`src/rtl/riscmakers_mem_arbiter.sv`:
```
// Round-robin arbiter sharing the L1 memory port between icache and dcache.
// One transaction is outstanding at a time; each return is routed to the owner and checked against its TID.
module riscmakers_mem_arbiter #(
    parameter int ADDR_WIDTH = 34,
    parameter int LINE_WIDTH = 128,
    parameter int TID_WIDTH  = 2
) (
    input  logic                  clk_i,
    input  logic                  rst_i,
    input  logic                  ic_req_i,
    input  logic [ADDR_WIDTH-1:0] ic_addr_i,
    input  logic                  ic_nc_i,
    input  logic [TID_WIDTH-1:0]  ic_tid_i,
    output logic                  ic_ack_o,
    output logic                  ic_rtrn_vld_o,
    input  logic                  dc_req_i,
    input  logic [ADDR_WIDTH-1:0] dc_addr_i,
    input  logic                  dc_we_i,
    input  logic [63:0]           dc_wdata_i,
    input  logic [7:0]            dc_be_i,
    input  logic [2:0]            dc_size_i,
    input  logic                  dc_nc_i,
    input  logic [TID_WIDTH-1:0]  dc_tid_i,
    output logic                  dc_ack_o,
    output logic                  dc_rtrn_vld_o,
    output logic [LINE_WIDTH-1:0] rtrn_data_o,
    output logic                  mem_req_o,
    input  logic                  mem_ack_i,
    output logic [ADDR_WIDTH-1:0] mem_addr_o,
    output logic                  mem_we_o,
    output logic [63:0]           mem_wdata_o,
    output logic [7:0]            mem_be_o,
    output logic [2:0]            mem_size_o,
    output logic                  mem_nc_o,
    output logic [TID_WIDTH-1:0]  mem_tid_o,
    input  logic                  mem_rtrn_vld_i,
    input  logic [TID_WIDTH-1:0]  mem_rtrn_tid_i,
    input  logic [LINE_WIDTH-1:0] mem_rtrn_data_i,
    output logic                  busy_o,
    output logic                  stray_o
);

    // state       | meaning
    // S_IDLE      | no owner; grant on any request
    // S_REQ       | owner granted, request presented to memory until ack or abort
    // S_WAIT_RTRN | request accepted, waiting for the return carrying r_tid
    typedef enum logic [1:0] {S_IDLE, S_REQ, S_WAIT_RTRN} state_t;
    typedef enum logic [1:0] {OWN_NONE, OWN_IC, OWN_DC} owner_t;

    state_t                 r_state;
    owner_t                 r_owner;
    logic [TID_WIDTH-1:0]   r_tid;
    logic                   r_last_dc;

    logic                   w_any_req;
    logic                   w_grant_ic;
    logic [TID_WIDTH-1:0]   w_grant_tid;
    logic                   w_owner_req;
    logic                   w_fire;
    logic                   w_rtrn_hit;

    // On a tie the requester that did not win last time is granted.
    assign w_any_req   = ic_req_i | dc_req_i;
    assign w_grant_ic  = ic_req_i & (~dc_req_i | r_last_dc);
    assign w_grant_tid = w_grant_ic ? ic_tid_i : dc_tid_i;
    assign w_owner_req = ((r_owner == OWN_IC) & ic_req_i) | ((r_owner == OWN_DC) & dc_req_i);
    assign w_fire      = (r_state == S_REQ) & w_owner_req & mem_ack_i;
    assign w_rtrn_hit  = (r_state == S_WAIT_RTRN) & mem_rtrn_vld_i & (mem_rtrn_tid_i == r_tid);

    always_ff @(posedge clk_i) begin
        if (rst_i) begin
            r_state   <= S_IDLE;
            r_owner   <= OWN_NONE;
            r_tid     <= '0;
            r_last_dc <= 1'b1;
        end else begin
            case (r_state)
                S_IDLE: begin
                    if (w_any_req) begin
                        r_owner   <= w_grant_ic ? OWN_IC : OWN_DC;
                        r_tid     <= w_grant_tid;
                        r_last_dc <= ~w_grant_ic;
                        r_state   <= S_REQ;
                    end
                end
                S_REQ: begin
                    if (!w_owner_req) begin
                        r_owner <= OWN_NONE;
                        r_state <= S_IDLE;
                    end else if (mem_ack_i) begin
                        r_state <= S_WAIT_RTRN;
                    end
                end
                S_WAIT_RTRN: begin
                    if (w_rtrn_hit) begin
                        if (w_any_req) begin
                            r_owner   <= w_grant_ic ? OWN_IC : OWN_DC;
                            r_tid     <= w_grant_tid;
                            r_last_dc <= ~w_grant_ic;
                            r_state   <= S_REQ;
                        end else begin
                            r_owner <= OWN_NONE;
                            r_state <= S_IDLE;
                        end
                    end
                end
                default: begin
                    r_owner <= OWN_NONE;
                    r_state <= S_IDLE;
                end
            endcase
        end
    end

    assign mem_req_o     = (r_state == S_REQ) & w_owner_req;
    assign ic_ack_o      = w_fire & (r_owner == OWN_IC);
    assign dc_ack_o      = w_fire & (r_owner == OWN_DC);
    assign ic_rtrn_vld_o = w_rtrn_hit & (r_owner == OWN_IC);
    assign dc_rtrn_vld_o = w_rtrn_hit & (r_owner == OWN_DC);
    assign rtrn_data_o   = mem_rtrn_data_i;
    assign busy_o        = (r_state != S_IDLE);
    assign stray_o       = mem_rtrn_vld_i & ~w_rtrn_hit & ~rst_i;
    assign mem_tid_o     = (r_owner == OWN_NONE) ? '0 : r_tid;

    // Icache only issues reads: full line when cacheable, a single word otherwise.
    always_comb begin
        mem_addr_o  = '0;
        mem_we_o    = 1'b0;
        mem_wdata_o = '0;
        mem_be_o    = '0;
        mem_size_o  = '0;
        mem_nc_o    = 1'b0;
        case (r_owner)
            OWN_IC: begin
                mem_addr_o = ic_addr_i;
                mem_nc_o   = ic_nc_i;
                mem_size_o = ic_nc_i ? 3'b010 : 3'b111;
            end
            OWN_DC: begin
                mem_addr_o  = dc_addr_i;
                mem_we_o    = dc_we_i;
                mem_wdata_o = dc_wdata_i;
                mem_be_o    = dc_be_i;
                mem_size_o  = dc_size_i;
                mem_nc_o    = dc_nc_i;
            end
            default: ;
        endcase
    end

endmodule
```
`config.mk`:
```
export PLATFORM = sky130hd
export DESIGN_NAME = riscmakers_mem_arbiter
export DESIGN_NICKNAME = d
export VERILOG_FILES = /design/src/rtl/riscmakers_mem_arbiter.sv
export SDC_FILE = /design/constraint.sdc
export NUM_CORES = 1
export LEC_CHECK = 0
export BUFFER_PORTS_ARGS = -buffer_cell sky130_fd_sc_hd__clkbuf_2
export CAP_MARGIN = 20
export CELL_PAD_IN_SITES_DETAIL_PLACEMENT = 1
export CELL_PAD_IN_SITES_GLOBAL_PLACEMENT = 1
export CORE_AREA = 2 2 205 207
export CTS_CLUSTER_DIAMETER = 200
export DETAILED_ROUTE_END_ITERATION = 10
export DIE_AREA = 0 0 207 209
export HOLD_SLACK_MARGIN = 0.05
export PLACE_DENSITY = 0.47
export SLEW_MARGIN = 20
export SYNTH_ARGS = -nofsm -noshare
export SYNTH_HDL_FRONTEND = slang
export SYNTH_SLANG_ARGS = --single-unit
```
`constraint.sdc`:
```
create_clock -name clk_i -period 2.1 [get_ports clk_i]
set_input_delay 0.42 -clock clk_i [delete_from_list [all_inputs] [get_ports clk_i]]
set_output_delay 0.42 -clock clk_i [all_outputs]
set_load 0.005 [all_outputs]
```
==> results.toml <==
[status]
status = "finished, final reports clean"

[placed_design]
gp_congestion = 0.760
preCtsSetupSlack_ns = 0.151
placed_cell_area_um2 = 3750
place_inst = 1043
dp_hpwl_mm = 14.9
portBuffers = 277

[final_layout]
fin_util_pct = 9.50
layout-drive-gt1-share_pct = 61.6
fin_cells = 1050
diodes = 0
fin_nets = 801
final_cell_area_um2 = 3920
synthToLayoutAreaGrowth_pct = 51.2

[sta]
hold_viol = 0
rsz0062_at_grt = "true"
finalSetupTns_ns = 0
fmax_mhz = 492
worst_pin_slew_ns = 0.252
fin_crit_ns = 2.03
slew_violations = 0
max-slew-margin-rel_pct = 83.2
layout_setup_ws_ns = 0.0662
hold_slack_ns = 0.478
final-setup-viol-count = 0
finClkSkew_ns = 0.000255
fin_crit_sh_pct = 96.8

[yosys]
yosysWarnings = 0
syn_nets = 654
yosysTopAreaCellShare_pct = 37.3
synth_area_um2 = 2590
synth_top_area_cell = "buf_4"
synth_cells = 365
synth-seq-area-share_pct = 5.40
synth-seq-cells = 7
synth.distinct_cells = 36
avgSynthCellArea_um2 = 7.11
synth.area.top_cells = "buf_4 (37%), and2_1 (18%), a22oi_1 (10%)"

[detailed_routing]
routed_wl_mm = 17.0
wl_per_cell_um = 16.2
ant_nets = 0
first_pass_iters = 5
num_vias = 2990
drtIter0Drc = 119
drc = 0
vias_per_cell = 2.85

[cts]
cts_sinks = 7
htree_levels = 1
cts_tree = "yes"
clkTransAtPathRegs_ns = 0.04
clk_latency_ns = 0.23
root_buffer = "clkbuf_16"
cts_buffer_depth = 2
numCtsBuffers = 3

[hold_path]
hp-start = "mem_ack_i"
hold_class = "input port to register"

[grt]
gr-total-overflow = 0
antenna_found_initial = 2
grt_pass1_vias = 3094
grt_max_degree = 31
grt_usage_pct = 7.20
grt_pass1_wl_mm = 22.7

[worst_setup_path]
cp-endpoint = "mem_addr_o[33]"
critPathArrivalTime_ns = 1.61
cp.required_ns = 1.68
crit_chain = "inv_2, ha_4, buf_16, a22oi_1, nor2b_1, clkbuf_2"
worstRegToRegCells = 6
startpoint = "r_owner[0]$_SDFFE_PP0P_"
cp.depth = 6
r2r-start = "r_owner[0]$_SDFFE_PP0P_"
crit_family = "buffers and inverters"
r2r_end = "r_owner[1]$_SDFFE_PP0P_"
crit_buf_inv = 3
critPathMaxFanout = 30
slowest_delay_ns = 0.33
critPathKind = "register to output pin"
rrSetupSlack_ns = 0.59
crit_slowest_cell = "dfxtp_2"
cp-end-kind = "output pin"
startpoint_type = "register"

[floorplan]
start_util_pct = 6.28
coreArea_um2 = 41300
fp.dieH_um = 209
dieArea_um2 = 43300
io_pins = 534
rows = 75
die_width_um = 207

[power]
leakage_nw = 1.91
p_total_mw = 1.42
irDropWorstVdd_uv = 246
power-per-cell-area_nw_per_um2 = 361

[run]
cap_violations = 0
[worst min-delay path by stage]
stage                                    endpoint  depth (start not counted)  slack, ns
after floorplan            r_last_dc$_SDFFE_PP1P_                          1       0.48
after global routing      r_state[1]$_SDFFE_PP0P_                          3       0.50
final                     r_state[1]$_SDFFE_PP0P_                          3       0.48
after detailed placement   r_last_dc$_SDFFE_PP1P_                          1       0.54
after CTS                 r_state[1]$_SDFFE_PP0P_                          3       0.48
after global placement     r_last_dc$_SDFFE_PP1P_                          1       0.54
[cell usage in the layout, fill, tap and decap left out, types with 2 or more instances in the layout]
master     count
xnor2_2        2
nand3_1        2
nor2_1         6
buf_6          2
and3_1         3
buf_12         4
clkbuf_16      3
nand2b_1       3
nor2b_1       38
buf_4          8
clkbuf_2     277
inv_1          2
nor2_2         2
nand2_1        6
a21oi_1        5
a22oi_1       34
a311oi_1       2
inv_2          2
ha_4           3
mux2i_1        3
dfxtp_1        6
and2_1        75
a21boi_0       2
[what timing repair did]
action,4_1_cts,5_1_grt
hold buffers,0,0
buffers inserted,2,1
cloned,1,0
endpoints found under the setup margin,29,45
pin swaps,1,1
gates resized for setup,8,5
[synth_stat cells, drive strengths merged]
cell,instances
buf,135
dfxtp,7
a21boi,2
nand4,1
a31o,1
clkbuf,16
a22oi,36
xnor2,2
mux2i,3
a21o,1
o22ai,2
nand3,2
nor2b,39
ha,3
nor2,8
nor3,1
a211oi,2
and3,3
a311oi,2
o31ai,1
o21ai,1
nand2b,3
nor3b,1
a21oi,5
or2,1
a2bb2oi,1
o21ba,1
nand2,6
and2,75
inv,4
[final cells by class]
cell class | instances | area, um^2
well taps | 539 | 674
fillers | 5061 | 37400
inverters | 4 | 15.0
multi-input cells | 203 | 1420
flip-flops and latches | 7 | 141
clock buffers | 4 | 78.8
repair buffers | 293 | 1590
[report_power, final]
group / internal [mW] / switching [mW] / total, mW
Sequential: 0.148 / 0.0143 / 0.162
Combinational: 0.483 / 0.442 / 0.924
Clock: 0.253 / 0.0775 / 0.331
Total: 0.884 / 0.533 / 1.42
[worst register-to-register path: cells and delay by family, from the launching register on]
| family | cells | cell delay, ns |
|---|---|---|
| AOI/OAI and AO/OA | 3 | 0.58 |
| adders and majority gates | 1 | 0.22 |
| buffers and inverters | 1 | 0.08 |
| DFF | 1 | 0.35 |
| and+or+nand+nor | 1 | 0.21 |
[registers in the layout, summed over array words and instances, names as in the netlist]
signal	cells
r_owner	2
r_state	2
r_last_dc	1
r_tid	2
[cell families (layout without fill, tap and decap cells)]
family          Yosys count  after routing  synth area share (%)
compound gates           55             55                  16.5
xor+xnor                  2              2                  1.25
fa+ha+maj                 3              3                  1.45
buf+inv                 155            301                  41.6
flops                     7              7                  5.40
mux                       3              3                  1.16
simple gates            140            140                  32.6
[layer usage]
metal | routed length, um | track usage [%]
met4 | 609 | 2.56
met1 | 5080 | 6.52
met3 | 3040 | 5.09
met5 | 60 | 0.667
met2 | 8200 | 12.5
(Power assumes the default switching activity.)
